`config.mk`:
```
export PLATFORM = sky130hd
export DESIGN_NAME = mem_indirect_sequencer_flat
export DESIGN_NICKNAME = d
export VERILOG_FILES = /design/src/rtl/mem_indirect_sequencer_pkg.sv /design/src/rtl/mem_indirect_sequencer_if.sv /design/src/rtl/mem_indirect_sequencer.sv /design/src/flat_wrapper.sv
export SDC_FILE = /design/constraint.sdc
export NUM_CORES = 1
export LEC_CHECK = 0
export BUFFER_PORTS_ARGS = -buffer_cell sky130_fd_sc_hd__buf_2
export CAP_MARGIN = 0
export CORE_MARGIN = 2
export CORE_UTILIZATION = 48
export DETAILED_ROUTE_END_ITERATION = 8
export GPL_ROUTABILITY_DRIVEN = 1
export PLACE_DENSITY = 0.82
export SYNTH_ARGS = -nofsm -noshare
export SYNTH_HDL_FRONTEND = slang
export SYNTH_SLANG_ARGS = --single-unit
```
`constraint.sdc`:
```
create_clock -name clk -period 3.13 [get_ports clk]
set_input_delay 0.626 -clock clk [delete_from_list [all_inputs] [get_ports clk]]
set_output_delay 0.626 -clock clk [all_outputs]
set_load 0.005 [all_outputs]
```
`src/rtl/mem_indirect_sequencer_pkg.sv`:
```
// mem_indirect_sequencer_pkg
// Shared definitions for the memory-indirect instruction sequencer.
// The op-code values are also used by the hazard unit that freezes the
// pipeline, so both sides decode LWi/SWi/Add identically.
//   DW_DEFAULT        default data/address width
//   MAX_WAIT_DEFAULT  default per-access timeout (MEM_SEQ_TIMEOUT_EN builds)
//   OP_*              2-bit op codes
//   seq_state_e       sequencer state encoding
package mem_indirect_sequencer_pkg;

  localparam int DW_DEFAULT       = 32;
  localparam int MAX_WAIT_DEFAULT = 15;

  localparam logic [1:0] OP_ADD  = 2'd0;
  localparam logic [1:0] OP_SWI  = 2'd1;
  localparam logic [1:0] OP_LWI  = 2'd2;
  localparam logic [1:0] OP_NONE = 2'd3;

  typedef enum logic [2:0] {
    ST_IDLE    = 3'd0,
    ST_PTR_RD  = 3'd1,
    ST_DATA_RD = 3'd2,
    ST_DATA_WR = 3'd3,
    ST_FIN     = 3'd4
  } seq_state_e;

  // States in which a memory strobe is outstanding.
  function automatic logic is_access_state(input seq_state_e s);
    return (s == ST_PTR_RD) || (s == ST_DATA_RD) || (s == ST_DATA_WR);
  endfunction

endpackage

```
`src/rtl/mem_indirect_sequencer_if.sv`:
```
// mem_indirect_sequencer_if
// Bundles the instruction request/response signals and the data-memory
// port of the sequencer.
//   op_code/op_start/base_addr/reg_data  request from EX/MEM
//   busy/done/result/error               status back to the pipeline
//   mem_addr/mem_rd/mem_wr/mem_wdata     memory port driven by the sequencer
//   mem_rdata/mem_ready                  memory response
// modport master: the sequencer (drives the memory port and status).
// modport slave:  the environment (pipeline + memory).
interface mem_indirect_sequencer_if
  import mem_indirect_sequencer_pkg::*;
#(
  parameter int DW = DW_DEFAULT
) ();

  logic [1:0]    op_code;
  logic          op_start;
  logic [DW-1:0] base_addr;
  logic [DW-1:0] reg_data;

  logic [DW-1:0] mem_addr;
  logic          mem_rd;
  logic          mem_wr;
  logic [DW-1:0] mem_wdata;
  logic [DW-1:0] mem_rdata;
  logic          mem_ready;

  logic          busy;
  logic          done;
  logic [DW-1:0] result;
  logic          error;

  modport master (
    input  op_code, op_start, base_addr, reg_data, mem_rdata, mem_ready,
    output mem_addr, mem_rd, mem_wr, mem_wdata, busy, done, result, error
  );

  modport slave (
    output op_code, op_start, base_addr, reg_data, mem_rdata, mem_ready,
    input  mem_addr, mem_rd, mem_wr, mem_wdata, busy, done, result, error
  );

endinterface

```
`src/rtl/mem_indirect_sequencer.sv`:
```
// mem_indirect_sequencer
// Runs the multi-cycle memory-indirect instructions (LWi, SWi, memory Add)
// while the pipeline is frozen, sequencing the data-memory port through
// ready-handshaked accesses and pulsing done with the result at the end.
// Ports:
//   clk   rising-edge clock
//   rest  synchronous active-high reset
//   bus   mem_indirect_sequencer_if.master (request, memory port, status)
// Parameters: DW (data/address width), MAX_WAIT (per-access timeout).
// Optional feature: define MEM_SEQ_TIMEOUT_EN to abort an access that sees
// no mem_ready within MAX_WAIT cycles (error=1, done still pulses).
//
// state      | meaning
// -----------+-----------------------------------------------------------
// ST_IDLE    | waiting for op_start with a valid op code
// ST_PTR_RD  | reading the pointer word at base_addr (LWi/SWi)
// ST_DATA_RD | reading the data word (LWi at ptr, Add at base_addr)
// ST_DATA_WR | writing reg_data (SWi at ptr) or the sum (Add at base_addr)
// ST_FIN     | one-cycle done pulse, then back to idle
module mem_indirect_sequencer
  import mem_indirect_sequencer_pkg::*;
#(
  parameter int DW       = DW_DEFAULT,
  parameter int MAX_WAIT = MAX_WAIT_DEFAULT
) (
  input  logic                     clk,
  input  logic                     rest,
  mem_indirect_sequencer_if.master bus
);

  if (MAX_WAIT < 1) begin : g_max_wait_chk
    $error("mem_indirect_sequencer: MAX_WAIT must be at least 1");
  end

  seq_state_e    state_q, state_d;
  logic [1:0]    op_q, op_d;
  logic [DW-1:0] data_q, data_d;
  logic [DW-1:0] mem_addr_q, mem_addr_d;
  logic [DW-1:0] mem_wdata_q, mem_wdata_d;
  logic          mem_rd_q, mem_rd_d;
  logic          mem_wr_q, mem_wr_d;
  logic [DW-1:0] result_q, result_d;
  logic          busy_q, busy_d;
  logic          done_q, done_d;
  logic          error_q, error_d;
  logic [DW-1:0] sum;
  logic          timeout_hit;

`ifdef MEM_SEQ_TIMEOUT_EN
  localparam int              WAIT_CW   = (MAX_WAIT > 1) ? $clog2(MAX_WAIT) : 1;
  localparam logic [WAIT_CW-1:0] WAIT_LOAD = WAIT_CW'(MAX_WAIT - 1);

  logic [WAIT_CW-1:0] wait_cnt_q, wait_cnt_d;

  // Every new strobe coincides with a state change, so reloading on a
  // state change restarts the count for each access.
  always_comb begin
    wait_cnt_d = wait_cnt_q;
    if (state_d != state_q) begin
      wait_cnt_d = WAIT_LOAD;
    end else if (wait_cnt_q != '0) begin
      wait_cnt_d = wait_cnt_q - 1'b1;
    end
  end

  always_ff @(posedge clk) begin
    if (rest) begin
      wait_cnt_q <= '0;
    end else begin
      wait_cnt_q <= wait_cnt_d;
    end
  end

  assign timeout_hit = is_access_state(state_q) && !bus.mem_ready && (wait_cnt_q == '0);
`else
  assign timeout_hit = 1'b0;
`endif

  // Add result wraps at DW bits; the carry is intentionally dropped.
  assign sum = bus.mem_rdata + data_q;

  always_comb begin
    state_d     = state_q;
    op_d        = op_q;
    data_d      = data_q;
    mem_addr_d  = mem_addr_q;
    mem_wdata_d = mem_wdata_q;
    mem_rd_d    = mem_rd_q;
    mem_wr_d    = mem_wr_q;
    result_d    = result_q;
    error_d     = error_q;
    busy_d      = 1'b0;
    done_d      = 1'b0;

    case (state_q)
      ST_IDLE: begin
        if (bus.op_start && (bus.op_code != OP_NONE)) begin
          op_d       = bus.op_code;
          data_d     = bus.reg_data;
          error_d    = 1'b0;
          mem_addr_d = bus.base_addr;
          mem_rd_d   = 1'b1;
          state_d    = (bus.op_code == OP_ADD) ? ST_DATA_RD : ST_PTR_RD;
        end
      end

      ST_PTR_RD: begin
        if (bus.mem_ready) begin
          mem_addr_d = bus.mem_rdata;
          if (op_q == OP_LWI) begin
            mem_rd_d = 1'b1;
            state_d  = ST_DATA_RD;
          end else begin
            mem_rd_d    = 1'b0;
            mem_wr_d    = 1'b1;
            mem_wdata_d = data_q;
            state_d     = ST_DATA_WR;
          end
        end
      end

      ST_DATA_RD: begin
        if (bus.mem_ready) begin
          mem_rd_d = 1'b0;
          if (op_q == OP_ADD) begin
            mem_wr_d    = 1'b1;
            mem_wdata_d = sum;
            result_d    = sum;
            state_d     = ST_DATA_WR;
          end else begin
            result_d = bus.mem_rdata;
            state_d  = ST_FIN;
          end
        end
      end

      ST_DATA_WR: begin
        if (bus.mem_ready) begin
          mem_wr_d = 1'b0;
          state_d  = ST_FIN;
        end
      end

      ST_FIN: begin
        state_d = ST_IDLE;
      end

      default: begin
        mem_rd_d = 1'b0;
        mem_wr_d = 1'b0;
        state_d  = ST_IDLE;
      end
    endcase

    // An abort never touches result; only the strobes and the flag change.
    if (timeout_hit) begin
      mem_rd_d = 1'b0;
      mem_wr_d = 1'b0;
      error_d  = 1'b1;
      state_d  = ST_FIN;
    end

    busy_d = is_access_state(state_d);
    done_d = (state_d == ST_FIN);
  end

  always_ff @(posedge clk) begin
    if (rest) begin
      state_q     <= ST_IDLE;
      op_q        <= OP_NONE;
      data_q      <= '0;
      mem_addr_q  <= '0;
      mem_wdata_q <= '0;
      mem_rd_q    <= 1'b0;
      mem_wr_q    <= 1'b0;
      result_q    <= '0;
      busy_q      <= 1'b0;
      done_q      <= 1'b0;
      error_q     <= 1'b0;
    end else begin
      state_q     <= state_d;
      op_q        <= op_d;
      data_q      <= data_d;
      mem_addr_q  <= mem_addr_d;
      mem_wdata_q <= mem_wdata_d;
      mem_rd_q    <= mem_rd_d;
      mem_wr_q    <= mem_wr_d;
      result_q    <= result_d;
      busy_q      <= busy_d;
      done_q      <= done_d;
      error_q     <= error_d;
    end
  end

  assign bus.mem_addr  = mem_addr_q;
  assign bus.mem_rd    = mem_rd_q;
  assign bus.mem_wr    = mem_wr_q;
  assign bus.mem_wdata = mem_wdata_q;
  assign bus.busy      = busy_q;
  assign bus.done      = done_q;
  assign bus.result    = result_q;
`ifdef MEM_SEQ_TIMEOUT_EN
  assign bus.error     = error_q;
`else
  assign bus.error     = 1'b0;
`endif

endmodule

```
`src/flat_wrapper.sv`:
```
// flat-port wrapper written by rule: the top's interface ports become plain ports
module mem_indirect_sequencer_flat import mem_indirect_sequencer_pkg::*;
#(
  parameter int DW       = DW_DEFAULT,
  parameter int MAX_WAIT = MAX_WAIT_DEFAULT
)
  (clk, rest, bus_op_code, bus_op_start, bus_base_addr, bus_reg_data, bus_mem_rdata, bus_mem_ready, bus_mem_addr, bus_mem_rd, bus_mem_wr, bus_mem_wdata, bus_busy, bus_done, bus_result, bus_error);
  mem_indirect_sequencer_if #(.DW(DW)) bus_i ();
  input  logic clk;
  input  logic rest;
  input wire logic [$bits(bus_i.op_code)-1:0] bus_op_code;
  input wire logic [$bits(bus_i.op_start)-1:0] bus_op_start;
  input wire logic [$bits(bus_i.base_addr)-1:0] bus_base_addr;
  input wire logic [$bits(bus_i.reg_data)-1:0] bus_reg_data;
  input wire logic [$bits(bus_i.mem_rdata)-1:0] bus_mem_rdata;
  input wire logic [$bits(bus_i.mem_ready)-1:0] bus_mem_ready;
  output wire logic [$bits(bus_i.mem_addr)-1:0] bus_mem_addr;
  output wire logic [$bits(bus_i.mem_rd)-1:0] bus_mem_rd;
  output wire logic [$bits(bus_i.mem_wr)-1:0] bus_mem_wr;
  output wire logic [$bits(bus_i.mem_wdata)-1:0] bus_mem_wdata;
  output wire logic [$bits(bus_i.busy)-1:0] bus_busy;
  output wire logic [$bits(bus_i.done)-1:0] bus_done;
  output wire logic [$bits(bus_i.result)-1:0] bus_result;
  output wire logic [$bits(bus_i.error)-1:0] bus_error;
  assign bus_i.op_code = bus_op_code;
  assign bus_i.op_start = bus_op_start;
  assign bus_i.base_addr = bus_base_addr;
  assign bus_i.reg_data = bus_reg_data;
  assign bus_i.mem_rdata = bus_mem_rdata;
  assign bus_i.mem_ready = bus_mem_ready;
  assign bus_mem_addr = bus_i.mem_addr;
  assign bus_mem_rd = bus_i.mem_rd;
  assign bus_mem_wr = bus_i.mem_wr;
  assign bus_mem_wdata = bus_i.mem_wdata;
  assign bus_busy = bus_i.busy;
  assign bus_done = bus_i.done;
  assign bus_result = bus_i.result;
  assign bus_error = bus_i.error;
  mem_indirect_sequencer #(.DW(DW), .MAX_WAIT(MAX_WAIT)) u_core (.clk(clk), .rest(rest), .bus(bus_i));
endmodule
```
After elaboration in Yosys (flattened, before gate mapping)
Index checks and enable logic that the tools add are counted.

Flip-flop bits (word level): 137. Input port bits: 102. Output and inout port bits: 101. Word-level logic and storage cells: 72.

Add/subtract/negate cells: 1. Eq/ne operators: 16. Muxes and demuxes: 27. Bitwise operators: 2. Reduce and logical (&&, ||, !) cells: 16.

Operators with widths (count): two-way mux 32 bit (7); one-hot mux 32 bit (2 select lines) (2); adder 32 bit (1); two-way mux 3 bit (5); equality test 3 x 2 -> 1 bit (second input constant) (4); one-hot mux 3 bit (4 select lines) (1); != test 2 bit (second input constant) (5); two-way mux 1 bit (9); one-hot mux 1 bit (4 select lines) (2); equality test 3 x 1 -> 1 bit (second input constant) (2); equality test 3 bit (second input constant) (2); AND reduction 6 bit (1); AND reduction 5 bit (1); logical NOT 2 bit (2); != test 2 x 1 -> 1 bit (second input constant) (2); AND reduction 2 bit (2); AND reduction 4 bit (1); nonzero test 2 bit (2); OR reduction 2 bit (2); logical NOT 3 bit (1); AND reduction 3 bit (1); equality test 2 bit (second input constant) (1); logical OR 1 bit (2); two-way mux 2 bit (1); other kinds (2) (3).

Longest topological paths before layout
Depth in word-level cells: 7. Mapped depth: 10. Gate-level depth less buffers: 10.

Worst setup path before layout
OpenSTA, ideal clock, no wires.

Path type: input to register. Start: in bus_mem_rdata[0]. End: reg u_core.mem_wdata_q[30] (netlist: u_core.bus.mem_wdata[30]). Setup time: 115 ps. Arrival: 2937 ps. Path slack: 79 ps. Stages on the path: 10. Path buffers: 0. Path through: ha_1 fa_1 a21o_1 a221oi_2 o21ai_2 a311o_2 a31oi_4 o41ai_2 xnor2_1 o21a_1.

Word-level cells in the longest chain between the ends: 4.

RTL lines: from (decl) (RTL line flat_wrapper.sv:15) `input wire logic [$bits(bus_i.mem_rdata)-1:0] bus_mem_rdata;`; adder 32 bit (RTL line mem_indirect_sequencer.sv:80) `assign sum = bus.mem_rdata + data_q;`; two-way mux 32 bit (RTL line mem_indirect_sequencer.sv:125) `if (op_q == OP_ADD) begin`; two-way mux 32 bit (RTL line mem_indirect_sequencer.sv:123) `if (bus.mem_ready) begin`; one-hot mux 32 bit (2 select lines) (RTL line mem_indirect_sequencer.sv:95) `case (state_q)`; to (signal assigned) (RTL line mem_indirect_sequencer.sv:185) `mem_wdata_q <= mem_wdata_d;`; to (decl) (RTL line mem_indirect_sequencer.sv:39) `logic [DW-1:0] mem_wdata_q, mem_wdata_d;`.

No other way between the ends. The select of a mux whose other input is x is not followed. A chain may end at the register's enable or synchronous reset.

Worst setup path in the final report
Start: reg u_core.data_q[0]. End: reg u_core.mem_wdata_q[16] (netlist: u_core.bus.mem_wdata[16]).

Word-level cells in the longest chain between the ends: 4.

RTL lines: from (decl) (RTL line mem_indirect_sequencer.sv:37) `logic [DW-1:0] data_q, data_d;`; from (signal assigned) (RTL line mem_indirect_sequencer.sv:183) `data_q <= data_d;`; adder 32 bit (RTL line mem_indirect_sequencer.sv:80); two-way mux 32 bit (RTL line mem_indirect_sequencer.sv:125); two-way mux 32 bit (RTL line mem_indirect_sequencer.sv:123); one-hot mux 32 bit (2 select lines) (RTL line mem_indirect_sequencer.sv:95).

No other way between the ends. The select of a mux whose other input is x is not followed.

==> qor.yml <==
synthArstFlopShare: 0
cp.required_ns: 3.46
synth_area_mm2: 0.00730
hold_start: "bus_reg_data[3]"
gp_congestion: 0.995
overflow: 0
rr_startpoint: "u_core.data_q[0]"
synth_cells: 925
postCtsSetupBuffers: 0
crit_type: "reg -> reg"
instances_no_fill: 1329
tightestPinTransition_ns: 0.623
critPathSlowestCell: "fa_1"
max_freq_mhz: 352
synth_edf_count: 0
syn_avg_cell_area_um2: 7.89
finalCritPeriodShare: 0.908
skew_ns: 0.00572
drt_iter0_markers: 592
boundaryPins: 203
max_cap_viol_count: 0
synth_warnings: 0
ys_types: 63
path_max_fanout: 3
drt_first_pass_iters: 5
cts_resized: 0
power_mw: 5.14
setup_tns_ns: 0
drive_above_1_share: 0.257
fp-row-count: 45
globalRouteTotalUtil: 0.291
core_area_mm2: 0.0150
insertion_delay_ns: 0.43
detail_route.wl_per_cell_um: 17.9
startpoint: "u_core.data_q[0]"
yosysSeqAreaShare: 0.376
cts_tree: "yes"
cts_root_buffer: "clkbuf_16"
cp_slowest_stage_delay_ns: 0.39
crit_arrival_ns: 3.18
area_growth_pct: 26.6
grt_max_degree: 65
hold_violations: 0
dieArea_mm2: 0.0162
rsz0062_at_grt: "no"
die_w_um: 127
p_per_area_mw_per_mm2: 556
final_nets: 1262
n_antenna_cell: 0
min_path_type: "in -> reg"
ctsHoldBuffers: 0
grt_pass1_vias: 6955
slew-limit-headroom: 0.585
via_count: 7662
period_needed_ns: 2.84
drc: 0
critPathLaunchType: "flip-flop"
via_per_inst: 5.77
setup_viol: 0
grt_pass1_wl_mm: 37.4
cellLeakagePower_nw: 4.02
finalWirelength_mm: 23.8
ir_drop_v: 0.000441
slew_viol_final: 0
cp_cell_sequence: "ha_1 > fa_1 > a21o_1 > a221oi_2 > o21ai_2 > buf_4 > o31a_1 > a31oi_1 > xnor2_1 > mux2i_1 > a211oi_1"
cts_max_path_buffers: 2
end_kind: "flip-flop"
htreeDepth: 4
port_buffers: 201
ant_nets: 0
pre_cts_slack_ns: -0.107
numCtsBuffers: 17
clkTransAtPathRegs_ns: 0.06
antenna_found_initial: 0
clock_sinks: 137
synthFlopType: "dfxtp_1"
reg2reg_slack_ns: 0.29
dpl.hpwl_mm: 17.7
status: "finished, final reports clean"
syn-num-nets: 1059
fillers: 1378
dpl.cell_count: 1297
synth-seq-cells: 137
die_y_um: 127
fin_ws_ns: 0.287
initial_core_util: 0.486
## synth_stat cells, types with 6 or more instances
master / number / area share
inv_1: 7 / 0.0036
buf_2: 6 / 0.0041
clkbuf_1: 56 / 0.029
nor2_1: 115 / 0.059
nor4_1: 6 / 0.0051
mux2i_1: 36 / 0.049
a21o_1: 12 / 0.012
o211ai_1: 7 / 0.0072
a311oi_1: 22 / 0.026
and3_1: 8 / 0.0069
a211oi_1: 43 / 0.044
xnor2_1: 21 / 0.025
nand3_1: 13 / 0.0089
xor2_1: 7 / 0.0084
nor3_1: 12 / 0.0082
o21bai_1: 7 / 0.0072
a31oi_1: 11 / 0.0094
dfxtp_1: 137 / 0.38
ha_1: 31 / 0.053
a21oi_1: 100 / 0.069
o21ai_0: 51 / 0.035
nand2_1: 149 / 0.077
## per-stage QoR
step,hold WS [ns],utilization,instance area [um2]
5_1_grt,0.431,0.615,9250
3_5_place_dp,0.439,0.576,8660
6_report,0.435,0.615,9250
3_3_place_gp,0.436,0.576,8660
4_1_cts,0.423,0.615,9250
2_1_floorplan,0.447,-,7300
## layer usage
layer / up-vias / GRT usage / wire (um)
met2: 397 / 0.411 / 9750
met3: 43 / 0.0628 / 2540
met1: 3484 / 0.439 / 11000
met5: - / 0 / 0
met4: 0 / 0.0924 / 492
li1: 3738 / - / -
## layout by cell type, fill, tap and decap left out, types with 3 or more instances in the layout
master | netlist | layout
a211oi_1 | 43 | 43
a21o_1 | 12 | 12
a21oi_1 | 100 | 99
a311oi_1 | 22 | 22
a31oi_1 | 11 | 11
and3_1 | 8 | 8
buf_2 | 6 | 200
buf_4 | 1 | 50
clkbuf_16 | 0 | 17
clkinv_2 | 0 | 3
clkinvlp_4 | 0 | 4
dfxtp_1 | 137 | 137
ha_1 | 31 | 31
inv_1 | 7 | 7
mux2i_1 | 36 | 36
nand2_1 | 149 | 148
nand2b_1 | 4 | 4
nand3_1 | 13 | 13
nand4_1 | 3 | 3
nor2_1 | 115 | 114
nor3_1 | 12 | 12
nor4_1 | 6 | 6
o211ai_1 | 7 | 7
o21a_1 | 4 | 4
o21ai_0 | 51 | 51
o21ai_1 | 5 | 5
o21bai_1 | 7 | 7
or3_1 | 3 | 3
xnor2_1 | 21 | 21
xor2_1 | 7 | 7
## layout make-up
type / instances / area, um2 / area share
inverter: 8 / 30.0 / 0.00325
tap: 188 / 235 / 0.0254
sequential: 137 / 2740 / 0.297
multi-input combinational: 714 / 4280 / 0.463
clock buffer: 21 / 460 / 0.0498
clock inverter: 11 / 123 / 0.0133
timing repair buffer: 250 / 1380 / 0.149
## path summary, 6_finish.rpt
| kind | endpoint | depth (start not counted) |
|---|---|---|
| setup / recovery | u_core.bus.mem_wdata[16] | 11 |
| hold / removal | u_core.data_q[3] | 3 |
| setup reg to reg | u_core.bus.mem_wdata[16] | 11 |
| hold reg to reg | u_core.bus.result[29] | 2 |
## flip-flops by register name, indices dropped and copies added, names as in the netlist
| signal | flops |
|---|---|
| u_core.state_q | 3 |
| u_core.bus.mem_wdata | 32 |
| u_core.bus.mem_wr | 1 |
| u_core.data_q | 32 |
| u_core.bus.result | 32 |
| u_core.bus.mem_addr | 32 |
| u_core.bus.busy | 1 |
| u_core.op_q | 2 |
| u_core.bus.mem_rd | 1 |
| u_core.bus.done | 1 |
## logic make-up (layout without fill, tap and decap cells)
group	count (synthesis)	after routing	share of synthesized area
muxes	36	36	0.0493
DFF	137	137	0.376
AOI/OAI and AO/OA	290	290	0.258
other	1	1	0.000514
xor gates and xnor gates	28	28	0.0336
buffers and inverters	74	290	0.0396
adders and majority gates	32	32	0.0559
and+or+nand+nor	327	327	0.188
## worst max-delay path, delay by kind of cell (launching register included)
family          cells  cell delay, ns
buf+inv             1            0.16
mux                 1            0.10
xor+xnor            1            0.17
compound gates      6            1.35
flops               1            0.35
fa+ha+maj           2            0.62
## where the power goes
group	switching, mW	internal [mW]	total (mW)
Clock	0.772	1.21	1.98
Combinational	0.687	0.481	1.17
Sequential	0.100	1.89	1.99
Note: power is estimated with default switching activity, not from simulation.
